## src/rtl/dwt_band_feature_pkg.sv

```systemverilog
// Shared types and constants for the DWT band feature extractor.
package dwt_band_feature_pkg;

  // Coefficient format: signed Q2.29 on the input, magnitudes share the width.
  localparam int COEFF_W = 32;
  localparam int FRAC_W  = 29;
  localparam int ZC_W    = 16;

  // Windowing control states; the output stage is a register bank, not a state.
  typedef enum logic {
    IDLE  = 1'b0,
    ACCUM = 1'b1
  } state_t;

  // One completed window's features.
  typedef struct packed {
    logic [COEFF_W-1:0] mav;
    logic [COEFF_W-1:0] energy;
    logic [ZC_W-1:0]    zero_cross;
  } feat_t;

endpackage

```

## src/rtl/dwt_band_feature_abs_sq_unit.sv

```systemverilog
// Combinational magnitude and square of one coefficient.
// The magnitude saturates the most negative code to the largest positive one;
// the square uses only the upper 16 bits (signed), so it always fits in 32 bits.
module abs_sq_unit
  import dwt_band_feature_pkg::*;
(
  input  logic [COEFF_W-1:0] coeff,
  output logic [COEFF_W-1:0] abs_val,
  output logic [COEFF_W-1:0] sq_val
);

  logic signed [15:0] hi;
  logic signed [31:0] prod;

  // Saturating absolute value.
  always_comb begin
    abs_val = coeff;
    if (coeff == 32'h8000_0000) begin
      abs_val = 32'h7FFF_FFFF;
    end else if (coeff[COEFF_W-1]) begin
      abs_val = ~coeff + 32'd1;
    end else begin
      abs_val = coeff;
    end
  end

  // Signed 16x16 square of the upper half; largest result is 2^30.
  assign hi     = signed'(coeff[31:16]);
  assign prod   = 32'(hi) * 32'(hi);
  assign sq_val = unsigned'(prod);

endmodule

```

## src/rtl/dwt_band_feature.sv

```systemverilog
// Windowed feature extractor for one DWT band: decimates the incoming filter
// stream, accumulates |x|, x_hi^2 and sign changes over WIN_LEN kept samples,
// and publishes mean abs value, mean energy and zero-crossing count per window.
module dwt_band_feature
  import dwt_band_feature_pkg::*;
#(
  parameter int WIN_LEN = 64,
  parameter int DECIM   = 2
) (
  input  logic               clk,
  input  logic               rst,
  input  logic               en,
  input  logic               start,
  input  logic               in_valid,
  input  logic [COEFF_W-1:0] in_coeff,
  output logic [COEFF_W-1:0] mav,
  output logic [COEFF_W-1:0] energy,
  output logic [ZC_W-1:0]    zero_cross,
  output logic               feat_valid,
  output logic               busy
);

  localparam int LOG2_WIN = $clog2(WIN_LEN);
  localparam int ACC_W    = COEFF_W + LOG2_WIN;
  localparam int PH_W     = (DECIM > 1) ? $clog2(DECIM) : 1;
  localparam logic [PH_W-1:0]     PH_LAST  = PH_W'(DECIM - 1);
  localparam logic [LOG2_WIN-1:0] CNT_LAST = LOG2_WIN'(WIN_LEN - 1);

  state_t              state;
  logic [PH_W-1:0]     phase;
  logic [LOG2_WIN-1:0] cnt;
  logic [ACC_W-1:0]    sum_abs;
  logic [ACC_W-1:0]    sum_sq;
  logic [ZC_W-1:0]     zc;
  logic                have_prev;
  logic                prev_sign;
  feat_t               feat;
  logic                feat_valid_r;

  logic [COEFF_W-1:0]  abs_val;
  logic [COEFF_W-1:0]  sq_val;
  logic [ACC_W-1:0]    sum_abs_nxt;
  logic [ACC_W-1:0]    sum_sq_nxt;
  logic [ZC_W-1:0]     zc_nxt;
  logic                zc_inc;

  abs_sq_unit u_abs_sq (
    .coeff   (in_coeff),
    .abs_val (abs_val),
    .sq_val  (sq_val)
  );

  // Running totals including the sample currently on the input.
  always_comb begin
    zc_inc      = have_prev && (in_coeff[COEFF_W-1] != prev_sign);
    sum_abs_nxt = sum_abs + ACC_W'(abs_val);
    sum_sq_nxt  = sum_sq + ACC_W'(sq_val);
    zc_nxt      = zc + ZC_W'(zc_inc);
  end

  // Window control, decimation, accumulation and the feature output bank.
  always_ff @(posedge clk or posedge rst) begin
    if (rst) begin
      state        <= IDLE;
      phase        <= '0;
      cnt          <= '0;
      sum_abs      <= '0;
      sum_sq       <= '0;
      zc           <= '0;
      have_prev    <= 1'b0;
      prev_sign    <= 1'b0;
      feat         <= '0;
      feat_valid_r <= 1'b0;
    end else begin
      feat_valid_r <= 1'b0;
      case (state)
        IDLE: begin
          // Samples arriving with the start pulse are not part of the window.
          if (en && start) begin
            state     <= ACCUM;
            phase     <= '0;
            cnt       <= '0;
            sum_abs   <= '0;
            sum_sq    <= '0;
            zc        <= '0;
            have_prev <= 1'b0;
            prev_sign <= 1'b0;
          end
        end
        ACCUM: begin
          if (!en) begin
            // Partial window is dropped; published features stay as they were.
            state <= IDLE;
          end else if (in_valid) begin
            phase <= (phase == PH_LAST) ? '0 : phase + PH_W'(1);
            if (phase == '0) begin
              if (cnt == CNT_LAST) begin
                feat.mav        <= sum_abs_nxt[ACC_W-1:LOG2_WIN];
                feat.energy     <= sum_sq_nxt[ACC_W-1:LOG2_WIN];
                feat.zero_cross <= zc_nxt;
                feat_valid_r    <= 1'b1;
                // Next window begins immediately; its first sample must not
                // count as a crossing against this window's last one.
                cnt       <= '0;
                sum_abs   <= '0;
                sum_sq    <= '0;
                zc        <= '0;
                have_prev <= 1'b0;
                prev_sign <= 1'b0;
              end else begin
                cnt       <= cnt + LOG2_WIN'(1);
                sum_abs   <= sum_abs_nxt;
                sum_sq    <= sum_sq_nxt;
                zc        <= zc_nxt;
                have_prev <= 1'b1;
                prev_sign <= in_coeff[COEFF_W-1];
              end
            end
          end
        end
        default: begin
          state <= IDLE;
        end
      endcase
    end
  end

  assign mav        = feat.mav;
  assign energy     = feat.energy;
  assign zero_cross = feat.zero_cross;
  assign feat_valid = feat_valid_r;
  assign busy       = (state == ACCUM);

endmodule

```

## config.mk

```make
export PLATFORM = sky130hd
export DESIGN_NAME = dwt_band_feature
export DESIGN_NICKNAME = d
export VERILOG_FILES = /design/src/rtl/dwt_band_feature_pkg.sv /design/src/rtl/dwt_band_feature_abs_sq_unit.sv /design/src/rtl/dwt_band_feature.sv
export SDC_FILE = /design/constraint.sdc
export NUM_CORES = 1
export LEC_CHECK = 0
export CAP_MARGIN = 10
export CORE_MARGIN = 3
export CORE_UTILIZATION = 50
export CTS_CLUSTER_SIZE = 28
export DETAILED_ROUTE_END_ITERATION = 10
export PLACE_DENSITY = 0.71
export REMOVE_ABC_BUFFERS = 1
export SYNTH_ARGS = -nofsm -noshare
export SYNTH_HDL_FRONTEND = slang
export SYNTH_SLANG_ARGS = --single-unit
```

## constraint.sdc

```tcl
create_clock -name clk -period 6.6 [get_ports clk]
set_input_delay 1.98 -clock clk [delete_from_list [all_inputs] [get_ports clk]]
set_output_delay 1.98 -clock clk [all_outputs]
set_load 0.01 [all_outputs]
```

---- Word level (Yosys, flattened, before mapping) ----
Cells that the tools add are included.
cells by class
  add/sub/neg operators ................... 6
  multiply operators ...................... 1
  equality and inequality tests ........... 7
  mux-type cells .......................... 48
  bitwise logic cells ..................... 3
  reductions and logical operators ........ 5
operators by type and width
  operator               count
  $mux 38                9
  $pmux 38 s2            2
  $mux 16                5
  $add 38x32->38         2
  $mux 32                2
  $add 32x1->32 const B  1
  $eq 32x32->1 const B   1
  $mul 16x16->32         1
  $not 32->32            1
  $pmux 16 s2            1
  $mux 6                 5
  $mux 1                 19
  $add 16x1->16          1
  $pmux 6 s2             1
  $ne 2x2->1 const B     4
  $pmux 1 s2             4
  $add 6x1->6 const B    1
  $eq 6x6->1 const B     1
  $reduce_and 5->1       1
  $reduce_and 4->1       1
  $reduce_and 3->1       1
  $logic_and 1x1->1      2
  $not 1->1              2
  $add 1x1->1 const B    1
  $ne 1x1->1             1
word-level totals
  flip-flop bits (word level) ............. 183
  input bits .............................. 37
  output and inout bits ................... 82
  word-level logic and storage cells ...... 82

---- Logic depth before layout (Yosys ltp) ----
Gate-level depths: netlist of run 1.
  depth after elaboration ................. 10
  mapped depth ............................ 34
  gate-level depth less buffers ........... 33

---- Hierarchy ----
Synthesis of run 1 repeated with hierarchy kept, for this count alone.
second synthesis, totals
  cells, all modules ...................... 2317
  area total of the unflattened synthesis .. 20588.5 um^2
by module, submodules not included
  module            times used  cells each  area an instance (um^2)  sequential area each (um^2)
  dwt_band_feature  1           1161        10684.0                  4579.4
  abs_sq_unit       1           1156        9904.5                   0.0

---- Worst setup path before layout of run 1 ----
Ideal clock, no wire load.
  kind .................................... input port to flip-flop
  from .................................... in in_coeff[25]
  to ...................................... reg energy[28] (netlist name)
  library setup time ...................... 0.125 ns
  arrival time ............................ 9.438 ns
  data required time ...................... 6.475 ns
  slack ................................... -2.963 ns
  stages .................................. 30
  path buffers ............................ 2
  cells stage by stage .................... clkbuf_1 > clkbuf_1 > nand2_1 > fa_1 > fa_1 > fa_1 > inv_1 > fa_1 > fa_1 > inv_1 > fa_1 > inv_1 > ha_1 > and3_1 > or4b_2 > and3_1 > nor2_1 > a21oi_1 > o21bai_1 > xor2_1 > ha_1 > and3_1 > and2_1 > a221oi_1 > o21ai_0 > nand3_1 > nand2_1 > o21ai_0 > a211oi_1 > mux2_2
between the ends
  longest elaborated chain between the ends .. 2
ends and longest elaborated chain
  what             RTL line                            text
  start, declared  dwt_band_feature.sv:15              input logic [COEFF_W-1:0] in_coeff,
  $mul 16x16->32   dwt_band_feature_abs_sq_unit.sv:29  assign prod = 32'(hi) * 32'(hi);
  $add 38x32->38   dwt_band_feature.sv:57              sum_sq_nxt = sum_sq + ACC_W'(sq_val);
Every way passes these cells.
A chain may end at the register's enable or synchronous reset.

---- Worst setup path in the final report of run 1 ----
  from .................................... in in_coeff[22]
  to ...................................... reg sum_sq[35]
between the ends
  longest elaborated chain between the ends .. 7
ends and longest elaborated chain
  what                  RTL line                            text
  $mul 16x16->32        dwt_band_feature_abs_sq_unit.sv:29
  $add 38x32->38        dwt_band_feature.sv:57
  $mux 38               dwt_band_feature.sv:97              if (cnt == CNT_LAST) begin
  $mux 38               dwt_band_feature.sv:96              if (phase == '0) begin
  $mux 38               dwt_band_feature.sv:94              end else if (in_valid) begin
  $mux 38               dwt_band_feature.sv:91              if (!en) begin
  $pmux 38 s2           dwt_band_feature.sv:76              case (state)
  end signal, assigned  dwt_band_feature.sv:113             sum_sq <= sum_sq_nxt;
  end, declared         dwt_band_feature.sv:33              logic [ACC_W-1:0] sum_sq;
Every way passes these cells. The select of a mux whose other input is x is not followed.

==> qor.yml, run 1 <==
worst_setup_path:
  ff2ff_setup_slack_ns: 3.47
  worst_path_largest_cell_delay_ns: 0.57
  timing.critical_path.arrival_ns: 9.41
  reg2reg_depth: 14
  startpoint_class_of_the_critical_path: "input port"
  worst_path_most_repeated_cell: "sky130_fd_sc_hd__fa_1"
  critical_path.max_fanout: 7
  cp.required_ns: 6.98
  timing.setup.critical_path_class: "input port to register"
  timing.rr.start: "sum_abs[0]$_DFFE_PP0P_"
  endpoint_of_the_worst_register_to_register_path: "mav[22]$_DFFE_PP0P_"
  cpMaxStageDelayCell: "sky130_fd_sc_hd__or4b_4"
  endpoint_kind_of_the_worst_setup_timing_path: "register"
floorplanning:
  core_area_um2: 40100
  placementRows: 73
  die-area_um2: 43300
  initial_core_util_pct: 51.0
  die_w_um: 208
  chipHeight_um: 208
  ios: 119
timing:
  report.final.hold_viol_count: 0
  rsz0062_at_grt: "true"
  maxSlewHeadroom_pct: 30.0
  report.final.slew_viol_count: 0
  final.setup_skew_ns: 0.0122
  final_period_util_pct: 137
  fmax_mhz: 111
  worst_slew_pin_slew_ns: 1.05
  final.setup.worst_slack_ns: -2.43
  final.hold.worst_slack_ns: 0.475
  finalSetupViolations: 61
  fin_setup_tns_ns: -112.43
  period_needed_ns: 9.03
grt:
  largest_net_degree_at_the_start_of_global_routing: 106
  use_met3_pct: 3.32
  antenna_violations_before_repair: 0
  grt_most_used_layer: "met2"
  overflow: 0
  tot_gr_track_use_pct: 26.6
  grtUsageMet1_pct: 34.2
  gr-usage-met2_pct: 46.3
  grt_pass1_vias: 19444
  grt_pass1_wl_um: 95700
clock_network:
  cts_inserted_buffers: 17
  ctsHtreeMaxLevel: 4
  tritoncts: "built"
  clkSinkCount: 183
  clk_pin_slew_worst_paths_ns: 0.07
  clock_tree.root_cell: "sky130_fd_sc_hd__clkbuf_16"
  clock_insertion_delay_worst_skew_ns: 0.45
  clock_path_buffers: 2
synth:
  synthesis.area_um2: 20400
  synthMuxAreaShare_pct: 1.34
  synth.yosys.warnings: 0
  synth_cell_types: 71
  synth-compound-area-share_pct: 14.5
  fraction_of_post_synthesis_cell_area_in_the_top_cell_type_by_area_pct: 23.3
  synth_edf_count: 0
  post_synth_xor_area_fraction_pct: 5.66
  async_flop_share_pct: 100
  synthTopCellsByCount: "sky130_fd_sc_hd__inv_1 (350), sky130_fd_sc_hd__nand2_1 (328), sky130_fd_sc_hd__fa_1 (238)"
  synth-seq-area-share_pct: 22.4
  yosys.cell_count.top_type: "sky130_fd_sc_hd__inv_1"
  synth_ff_type: "sky130_fd_sc_hd__dfrtp_1"
  yosys.area_share.simple_pct: 15.2
  synthAdderAreaFrac_pct: 32.9
  ys_top_cells_by_area: "sky130_fd_sc_hd__fa_1 (23%), sky130_fd_sc_hd__dfrtp_1 (22%), sky130_fd_sc_hd__ha_1 (9.6%)"
  synth_area_leader_cell: "sky130_fd_sc_hd__fa_1"
  synth_top_family_by_area: "adder cells"
  synth.ff_latch_count: 183
  postSynthCellCount: 2278
  syn-mean-instance-area_um2: 8.97
flow_run:
  maxCapViolations: 0
min_path:
  hold_path_end: "mav[10]$_DFFE_PP0P_"
  whs_path_depth: 2
  worstHoldPathType: "register to register"
  timing.hold.worst.start: "mav[10]$_DFFE_PP0P_"
route:
  remaining_drc_errors: 0
  antenna_left: 0
  detail_route.wirelength_um: 63500
  dr_total_vias: 19063
  drt_pass1_iterations: 7
  detail_route.vias_per_cell: 5.68
  drt_iter0_drc: 1364
  wire_per_inst_um: 18.9
placed_design:
  portBuffers: 118
  post_place_cells: 3245
  placed_area_um2: 25100
  replace_congestion: 0.937
  detailedPlacementHpwl_um: 43200
cells_and_area:
  antenna-diode-count: 0
  stdcell_count: 3354
  final_design_area_no_fill_um2: 28400
  multi_input_area_um2: 16100
  layout.filler_cells: 2642
  layout-drive-gt1-share_pct: 30.3
  design.final.nets: 3248
  flow.area_growth_from_synthesis_pct: 39.1
  sequential_cell_area_um2: 4580
run_status:
  outcome: "complete, but fails checks"
  violations_in_the_final_reports: "setup timing"
-- layer usage --
layer / share of wire, % / up-vias
met3: 5.2 / 243
met1: 39 / 9476
met5: 0 / -
li1: - / 8570
met4: 5.3 / 0
met2: 50 / 774
-- through the flow --
stage / setup WS, ns / util [%]
global placement: -3.47 / 62.6
detailed placement: -3.65 / 62.6
floorplan: -2.64 / -
CTS: -2.21 / 67.0
finish: -2.43 / 70.9
global route: -2.59 / 70.9
-- what timing repair did --
action	in CTS	in global routing
cloned	0	1
buffers inserted	45	56
setup endpoints to repair	102	103
pin swaps	136	188
gates resized for setup	264	304
hold buffers	0	0
-- registers in the layout (all words and copies together), names as in the netlist --
name and cells:
zc 16, energy 32, prev_sign 1, busy 1
phase 1, zero_cross 16, cnt 6, sum_abs 38
mav 32, sum_sq 38, feat_valid 1, have_prev 1
-- worst max-delay path, delay by kind of cell --
kind	cells	cell delay, ns
compound gates	4	0.82
xor+xnor	1	0.13
fa+ha+maj	8	2.94
buf+inv	13	1.22
simple gates	10	2.30
-- final cells by class --
cell class	count	share of cell area, %
timing repair buffer	600	18.1
sequential	183	16.1
clock inverter	13	0.541
clock buffer	19	1.59
multi-input combinational	1662	56.7
inverter	352	4.69
tap	525	2.31
-- cells in the final DEF, fill, tap and decap left out, drive strengths merged, types with 7 or more instances in the layout --
cell / synthesis / layout
inv: 350 / 356
ha: 157 / 157
o21bai: 10 / 10
o31ai: 16 / 16
a211oi: 17 / 17
fa: 238 / 238
nor2: 107 / 107
buf: 4 / 495
a21o: 52 / 52
nand2b: 14 / 14
xnor2: 79 / 79
o21a: 11 / 11
clkbuf: 77 / 22
dfrtp: 183 / 183
xor2: 53 / 53
nor4: 7 / 7
nand4: 8 / 8
a31oi: 12 / 12
or3: 17 / 17
o211ai: 15 / 15
or4: 8 / 8
a21oi: 87 / 87
and3: 36 / 36
clkdlybuf4s50: 0 / 98
mux2: 19 / 19
nor3: 26 / 26
nand2: 328 / 328
nand3: 35 / 35
a31o: 7 / 7
o21ai: 114 / 114
a22o: 55 / 55
and2: 44 / 44
nor2b: 18 / 18
-- logic make-up after synthesis --
kind of cell | Yosys count
flops | 183
xor+xnor | 132
fa+ha+maj | 395
simple gates | 670
buf+inv | 433
compound gates | 440
mux | 25
-- worst max path at each step --
stage                       startpoint                endpoint  slack (ns)  cells past startpoint
after detailed placement  in_coeff[18]  energy[31]$_DFFE_PP0P_       -3.65                     30
after CTS                 in_coeff[26]  sum_sq[35]$_DFFE_PP0P_       -2.21                     29
final                     in_coeff[22]  sum_sq[35]$_DFFE_PP0P_       -2.43                     36
after global placement    in_coeff[18]  energy[31]$_DFFE_PP0P_       -3.47                     30
after floorplan           in_coeff[19]  sum_sq[32]$_DFFE_PP0P_       -2.64                     30
after global routing      in_coeff[31]  sum_sq[26]$_DFFE_PP0P_       -2.59                     34
Power of run 1 is left out: the tool's default activity adds up to more than one toggle a clock period on the data nets, which glitch-free logic cannot reach.
==> run 2: changes to the inputs <==
SKIP_CTS_REPAIR_TIMING = 1   (was unset)
==> qor.yml, run 2 (same netlist as run 1, synthesis figures left out) <==
cells_and_area:
  design.final.nets: 3226
  layout-drive-gt1-share_pct: 28.3
  antenna-diode-count: 0
  largest_registers: "sum_abs (38), sum_sq (38)"
  leading_cell_type_in_the_layout_fill_and_taps_excluded: "sky130_fd_sc_hd__buf_4"
  layout_common_cells: "sky130_fd_sc_hd__buf_4 (402), sky130_fd_sc_hd__inv_1 (328), sky130_fd_sc_hd__nand2_1 (306)"
  final_core_utilization_pct: 69.5
  flow.area_growth_from_synthesis_pct: 36.4
floorplanning:
  core_area_um2: 40100
  die_w_um: 208
  chipHeight_um: 208
  die-area_um2: 43300
  placementRows: 73
  initial_core_util_pct: 51.0
  ios: 119
route:
  drt_iter0_drc: 1370
  dr_total_vias: 18629
  detail_route.vias_per_cell: 5.59
  antenna_left: 0
  remaining_drc_errors: 0
  detail_route.wirelength_um: 60600
  drt_pass1_iterations: 5
  wire_per_inst_um: 18.2
flow_run:
  maxCapViolations: 0
grt:
  grt_pass1_vias: 18577
  overflow: 0
  grt_pass1_wl_um: 90900
  largest_net_degree_at_the_start_of_global_routing: 106
  antenna_violations_before_repair: 0
  tot_gr_track_use_pct: 25.2
timing:
  report.final.slew_viol_count: 0
  final.setup_skew_ns: 0.0168
  report.final.hold_viol_count: 0
  rsz0062_at_grt: "true"
  final.hold.worst_slack_ns: 0.475
  fmax_mhz: 109
  maxSlewHeadroom_pct: 29.9
  worst_slew_pin_slew_ns: 1.05
  finalSetupViolations: 58
  period_needed_ns: 9.15
  final_period_util_pct: 139
  final.setup.worst_slack_ns: -2.55
worst_setup_path:
  timing.setup.critical_path_class: "input port to register"
  cpMaxStageDelayCell: "sky130_fd_sc_hd__fa_1"
  critical_path.max_fanout: 7
  startpoint_class_of_the_critical_path: "input port"
  ff2ff_setup_slack_ns: 3.45
  worst_path_largest_cell_delay_ns: 0.58
  worst_path_most_repeated_cell: "sky130_fd_sc_hd__buf_4"
  timing.critical_path.arrival_ns: 9.52
  cp.required_ns: 6.98
  endpoint_kind_of_the_worst_setup_timing_path: "register"
placed_design:
  detailedPlacementHpwl_um: 43200
  preCtsSetupSlack_ns: -3.65
  portBuffers: 118
  replace_congestion: 0.937
clock_network:
  cts_inserted_buffers: 17
  clock_tree.root_cell: "sky130_fd_sc_hd__clkbuf_16"
  clk_pin_slew_worst_paths_ns: 0.07
  clock_insertion_delay_worst_skew_ns: 0.45
  tritoncts: "built"
  clkSinkCount: 183
  ctsHtreeMaxLevel: 4
  clock_path_buffers: 2
run_status:
  violations_in_the_final_reports: "setup timing"
  outcome: "complete, but fails checks"
min_path:
  worstHoldPathType: "register to register"
## run 2: metal layers
metal,up-vias,routed length (um),GRT usage (%)
met5,-,0,0
met4,0,2470,8.02
met3,170,3180,3.06
met2,644,30800,43.7
met1,9288,24100,33.2
li1,8527,-,-
## run 2: path summary, 6_finish.rpt
check / to / cells after the start / startpoint
worst max-delay path: sum_sq[35]$_DFFE_PP0P_ / 33 / in_coeff[19]
max in group asynchronous: sum_abs[15]$_DFFE_PP0P_ / 3 / rst
worst min register to register: mav[10]$_DFFE_PP0P_ / 2 / mav[10]$_DFFE_PP0P_
min in group asynchronous: zero_cross[15]$_DFFE_PP0P_ / 2 / rst
worst max register to register: mav[28]$_DFFE_PP0P_ / 9 / busy$_DFF_PP0_
worst min-delay path: mav[10]$_DFFE_PP0P_ / 2 / mav[10]$_DFFE_PP0P_
## run 2: stage by stage
stage / setup TNS (ns) / cell area (um^2) / std cells
finish: -108.84 / 27900 / 3332
global route: -120.80 / 27900 / 3332
CTS: -153.45 / 25700 / 3277
detailed placement: -201.51 / 25100 / 3245
global placement: -193.23 / 25100 / 3245
floorplan: -162.07 / 20100 / 2197
## run 2: layout make-up
class,instances,area (um^2)
clock buffer,19,453
clock inverter,13,154
fill,2776,12200
inverter,352,1340
multi-input combinational,1662,15800
sequential,183,4580
tap,525,657
timing repair buffer,578,4910
## run 2: worst max-delay path, delay by kind of cell
| family | cells | cell delay, ns |
|---|---|---|
| AOI/OAI and AO/OA | 7 | 1.19 |
| buffers and inverters | 9 | 1.08 |
| and+or+nand+nor | 8 | 1.37 |
| xor gates and xnor gates | 1 | 0.15 |
| adders and majority gates | 8 | 3.74 |
Power of run 2 is left out for the same reason.
==> RTL edit 1 (config.mk and constraints of run 1) <==
The package constant `ZC_W` goes from 16 to 14.
--- a/src/rtl/dwt_band_feature_pkg.sv
+++ b/src/rtl/dwt_band_feature_pkg.sv
@@ -6,3 +6,3 @@
   localparam int FRAC_W  = 29;
-  localparam int ZC_W    = 16;
+  localparam int ZC_W    = 14;
 
Interface: changed (resized zero_cross); port bits go from 119 to 117. No check against the original RTL was run, so the function may have changed too.
==> RTL edit 1 against run 1 <==
The run still ends with setup timing left; worst setup slack got worse by 97 ps; sequential cell count down 4; routed wire length is 6.9% higher; sequential share of layout area fell by 0.67 points; area after synthesis fell by 1.8%; register-to-register slack got worse by 300 ps; cell area is 2.1% higher; critical path type unchanged.
Power is left out: the tool's default activity adds up to more than one toggle a clock period on the data nets, which glitch-free logic cannot reach.
==> RTL edit 1: results <==
set metrics [dict create \
    status "complete, but fails checks" \
    violations "setup timing" \
    post-place-cells 3216 \
    grt_pass1_wl_um 104000 \
    grt_antenna_before_repair 0 \
    skew_ps 19.4 \
    synth_cell_types 62 \
    firstDrtPassIters 5 \
    cts_made_buffers 17 \
    grt_max_degree 113 \
    arrival_ps 9420 \
    cts_max_level 4 \
    clk_pin_slew_ps 80 \
    postLayoutSetupSlackWorst_ps -2520 \
    routabilityCongestion 0.925 \
    num_antenna_cells 0 \
    cp_max_fo 5 \
    post_synth_inst_count 2255 \
    seq_area_frac_synth_pct 22.3 \
    drt_iter0_drc 1478 \
    yosysWarnings 0 \
    fill_cells 2508 \
    port_buffers 116 \
    clock_latency_ps 450 \
    drive_above_1_share_pct 34.6 \
    instances_no_fill 3364 \
    synth_area_leaders "fa_1 (24%), dfrtp_1 (22%), ha_1 (9.5%)" \
    cts_root_buf "clkbuf_16" \
    tightest_slew_ps 1210 \
    hpwl_um 44200 \
    grt.met1_usage_pct 41.1 \
    drt_wl_total_um 67800 \
    vias_per_cell 5.72 \
    largestRegisters "sum_abs: 38 flops, sum_sq: 38 flops" \
    grt_pass1_vias 20000 \
    setup_viol_count_final 81 \
    synth-main-ff-cell "dfrtp_1" \
    max_stage_delay_ps 540 \
    grtUsageMet3_pct 4.58 \
    final_nets 3261 \
    hold_buffers 0 \
    cts_buffer_depth 2 \
    hold_class "register to register" \
    use_met2_pct 51.1 \
    rrSetupSlack_ps 3170 \
    async_flop_share_pct 100 \
    critical_path.slowest_cell "fa_1" \
    synth_common_cells "inv_1 (354), nand2_1 (318), fa_1 (238)" \
    grt_use_total_pct 30.6 \
]
[RTL edit 1: repair_timing]
item,in CTS,in global routing
buffers inserted,101,39
gates resized for setup,472,248
setup endpoints to repair,112,108
cloned,6,0
pin swaps,197,159
[RTL edit 1: metal layers]
metal  routed length [um]  part of all wire (%)
met1                27100                    40
met2                33400                    49
met3                 4570                   6.7
met4                 2750                   4.1
met5                    0                     0
[RTL edit 1: final timing paths]
| kind | start | to | cells past startpoint |
|---|---|---|---|
| min in group asynchronous | rst | zero_cross[9] | 2 |
| max in group asynchronous | rst | sum_sq[20] | 3 |
| max | in_coeff[22] | energy[27] | 33 |
| max reg2reg | sum_abs[0] | sum_abs[36] | 14 |
| min | mav[5] | mav[5] | 2 |
| min reg2reg | mav[5] | mav[5] | 2 |
[RTL edit 1: layout make-up]
cell class / instances / area share [%]
well taps: 518 / 2.23
clock buffers: 17 / 1.47
multi-input cells: 1632 / 56.0
clock inverters: 15 / 0.539
flip-flops and latches: 179 / 15.4
inverters: 356 / 4.69
repair buffers: 647 / 19.6
[RTL edit 1: cell families after synthesis]
group           after synthesis  synth area share [%]
xor+xnor                    144                  6.28
simple gates                640                  14.8
compound gates              437                  13.9
fa+ha+maj                   391                  33.3
flops                       179                  22.3
buf+inv                     445                  8.40
mux                          19                  1.05
[RTL edit 1: critical path: cells and delay by family]
kind            cells  cell delay [ps]
xor+xnor            2              320
compound gates     10             1740
fa+ha+maj           8             3650
buf+inv            10             1040
simple gates        3              660
[RTL edit 1: metrics by stage]
step           setup TNS, ps  cell area, sq um  hold slack (ps)  setup slack (ps)  util, %
6_report             -113200             29000              477             -2520     74.1
5_1_grt              -125670             29000              502             -2700     74.1
4_1_cts              -108290             27800              480             -2480     70.9
3_5_place_dp         -219980             24800              462             -3690     63.3
3_3_place_gp         -211130             24800              451             -3510     63.3
2_1_floorplan        -146470             19700              439             -2740        -
==> RTL edit 2 (settings of run 1) <==
Made on the original files. Make the reset (`rst`) synchronous in one clocked block.
--- a/src/rtl/dwt_band_feature.sv
+++ b/src/rtl/dwt_band_feature.sv
@@ -61,3 +61,3 @@
   // Window control, decimation, accumulation and the feature output bank.
-  always_ff @(posedge clk or posedge rst) begin
+  always_ff @(posedge clk) begin
     if (rst) begin
Formal check against the unedited RTL: differs if rst is asserted again (counterexample within 4 cycles, from zero or initial values and one cycle with rst high); with rst held inactive, the same outputs for 4 cycles.
==> RTL edit 2 against run 1 <==
Critical endpoint is now energy[28]; routed wire length decreased by 5.3%; fmax fell by 0.75%; area after synthesis decreased by 2.4%; cell area decreased by 4.4%; register-to-register slack improved by 20 ps; die area is 2.3% lower; sequential cell count is the same; worst setup slack worse by 68 ps; the flow still finishes with violations (setup timing); highest routed layer unchanged; critical path type unchanged.
Power is not shown: default switching activity piles up to over one toggle a cycle in this logic, so the estimate is an artifact.
==> RTL edit 2: results <==
set metrics [dict create \
    clk_pin_slew_ps 70 \
    cp_max_fo 4 \
    violations "setup timing" \
    reg2reg_from "sum_abs[0]" \
    grt_max_degree 71 \
    pre_cts_ws_ps -3710 \
    max_stage_delay_ps 540 \
    rr_worst_depth 13 \
    drt_iter0_drc 1229 \
    synth-main-ff-cell "dfxtp_1" \
    cts_max_level 4 \
    holdCritStartpoint "have_prev" \
    arrival_ps 9460 \
    grt_pass1_wl_um 95100 \
    final_nets 3299 \
    synth_area_leaders "fa_1 (24%), dfxtp_1 (18%), ha_1 (9.9%)" \
    post_synth_inst_count 2369 \
    cts_buffer_depth 2 \
    routabilityCongestion 0.930 \
    grt_use_total_pct 27.6 \
    hold_class "register to register" \
    grt_pass1_vias 19600 \
    tightest_slew_ps 899 \
    skew_ps 13.8 \
    clock_latency_ps 450 \
    setup_viol_count_final 60 \
    vias_per_cell 5.52 \
    reg2reg_to "sum_abs[34]" \
    postLayoutSetupSlackWorst_ps -2500 \
    hold_depth 2 \
    port_buffers 118 \
    hpwl_um 43000 \
    synth_cell_types 87 \
    status "complete, but fails checks" \
    seq_area_frac_synth_pct 18.4 \
    instances_no_fill 3395 \
    async_flop_share_pct 0 \
    placed_area_sq_um 24300 \
    cts_made_buffers 17 \
    synth_common_cells "inv_1 (366), nand2_1 (275), fa_1 (239)" \
    firstDrtPassIters 6 \
    drive_above_1_share_pct 27.1 \
    finalSetupTns_ps -112850 \
    rrSetupSlack_ps 3490 \
    wl_per_cell_um 17.7 \
    min_to "have_prev" \
    num_antenna_cells 0 \
    critical_path.slowest_cell "fa_1" \
]
RTL edit 2: cell types whose count changed after synthesis, sizes merged, moves of 9 or more:
cell / change
dfxtp: +183
xnor2: +13
a22o: -35
dfrtp: -183
o21ai: -30
a22oi: +47
inv: +16
a211oi: +15
or3: -9
clkbuf: +15
mux2: -18
a21oi: +58
nor2: +76
nand2: -53
RTL edit 2: how the worst max path moves through the flow:
stage	cells after the start	slack, ps	startpoint	to
floorplan	32	-2770	in_coeff[17]	energy[29]
global placement	33	-3590	in_coeff[26]	energy[29]
detailed placement	33	-3710	in_coeff[26]	sum_sq[34]
CTS	35	-2370	in_coeff[24]	energy[29]
global route	34	-2760	in_coeff[26]	energy[28]
finish	34	-2500	in_coeff[26]	energy[28]
RTL edit 2: logic make-up after synthesis:
kind of cell / synth area share (%)
AO/OA/AOI/OAI: 16.6
XOR/XNOR: 6.28
adder cells (fa/ha/maj): 33.9
buffers and inverters: 8.81
flip-flops: 18.4
multiplexers: 0.307
AND/OR/NAND/NOR: 15.7
RTL edit 2: area by class of cell:
| type | instances | area [sq um] |
|---|---|---|
| Clock buffer | 18 | 439 |
| Clock inverter | 13 | 129 |
| Fill cell | 2878 | 11800 |
| Inverter | 368 | 1390 |
| Multi-Input combinational cell | 1718 | 16000 |
| Sequential cell | 183 | 3660 |
| Tap cell | 518 | 648 |
| Timing Repair Buffer | 577 | 4950 |
RTL edit 2: stage by stage:
step | hold WS [ps] | util (%)
after CTS | 453 | 67.5
after detailed placement | 443 | 62.3
after floorplan | 426 | -
after global routing | 480 | 69.7
after global placement | 437 | 62.3
final | 454 | 69.7
RTL edit 2: what timing repair did:
| item | 4_1_cts | 5_1_grt |
|---|---|---|
| resized for setup | 310 | 160 |
| endpoints found under the setup margin | 68 | 86 |
| setup buffers | 50 | 41 |
| gates cloned | 1 | 0 |
| pin swaps | 155 | 120 |
RTL edit 2: worst max-delay path: cells and delay by family:
kind                       cells  cell delay [ps]
AOI/OAI and AO/OA             13             2420
xor gates and xnor gates       2              200
adders and majority gates      8             3530
buffers and inverters          7              680
and+or+nand+nor                4              630
RTL edit 2: metal layers:
| layer | up-vias | track usage [%] | routed length [um] |
|---|---|---|---|
| li1 | 8763 | - | - |
| met1 | 9148 | 34.9 | 24600 |
| met2 | 669 | 48.8 | 29800 |
| met3 | 152 | 3.08 | 3610 |
| met4 | 0 | 9.76 | 2110 |
| met5 | - | 0 | 0 |
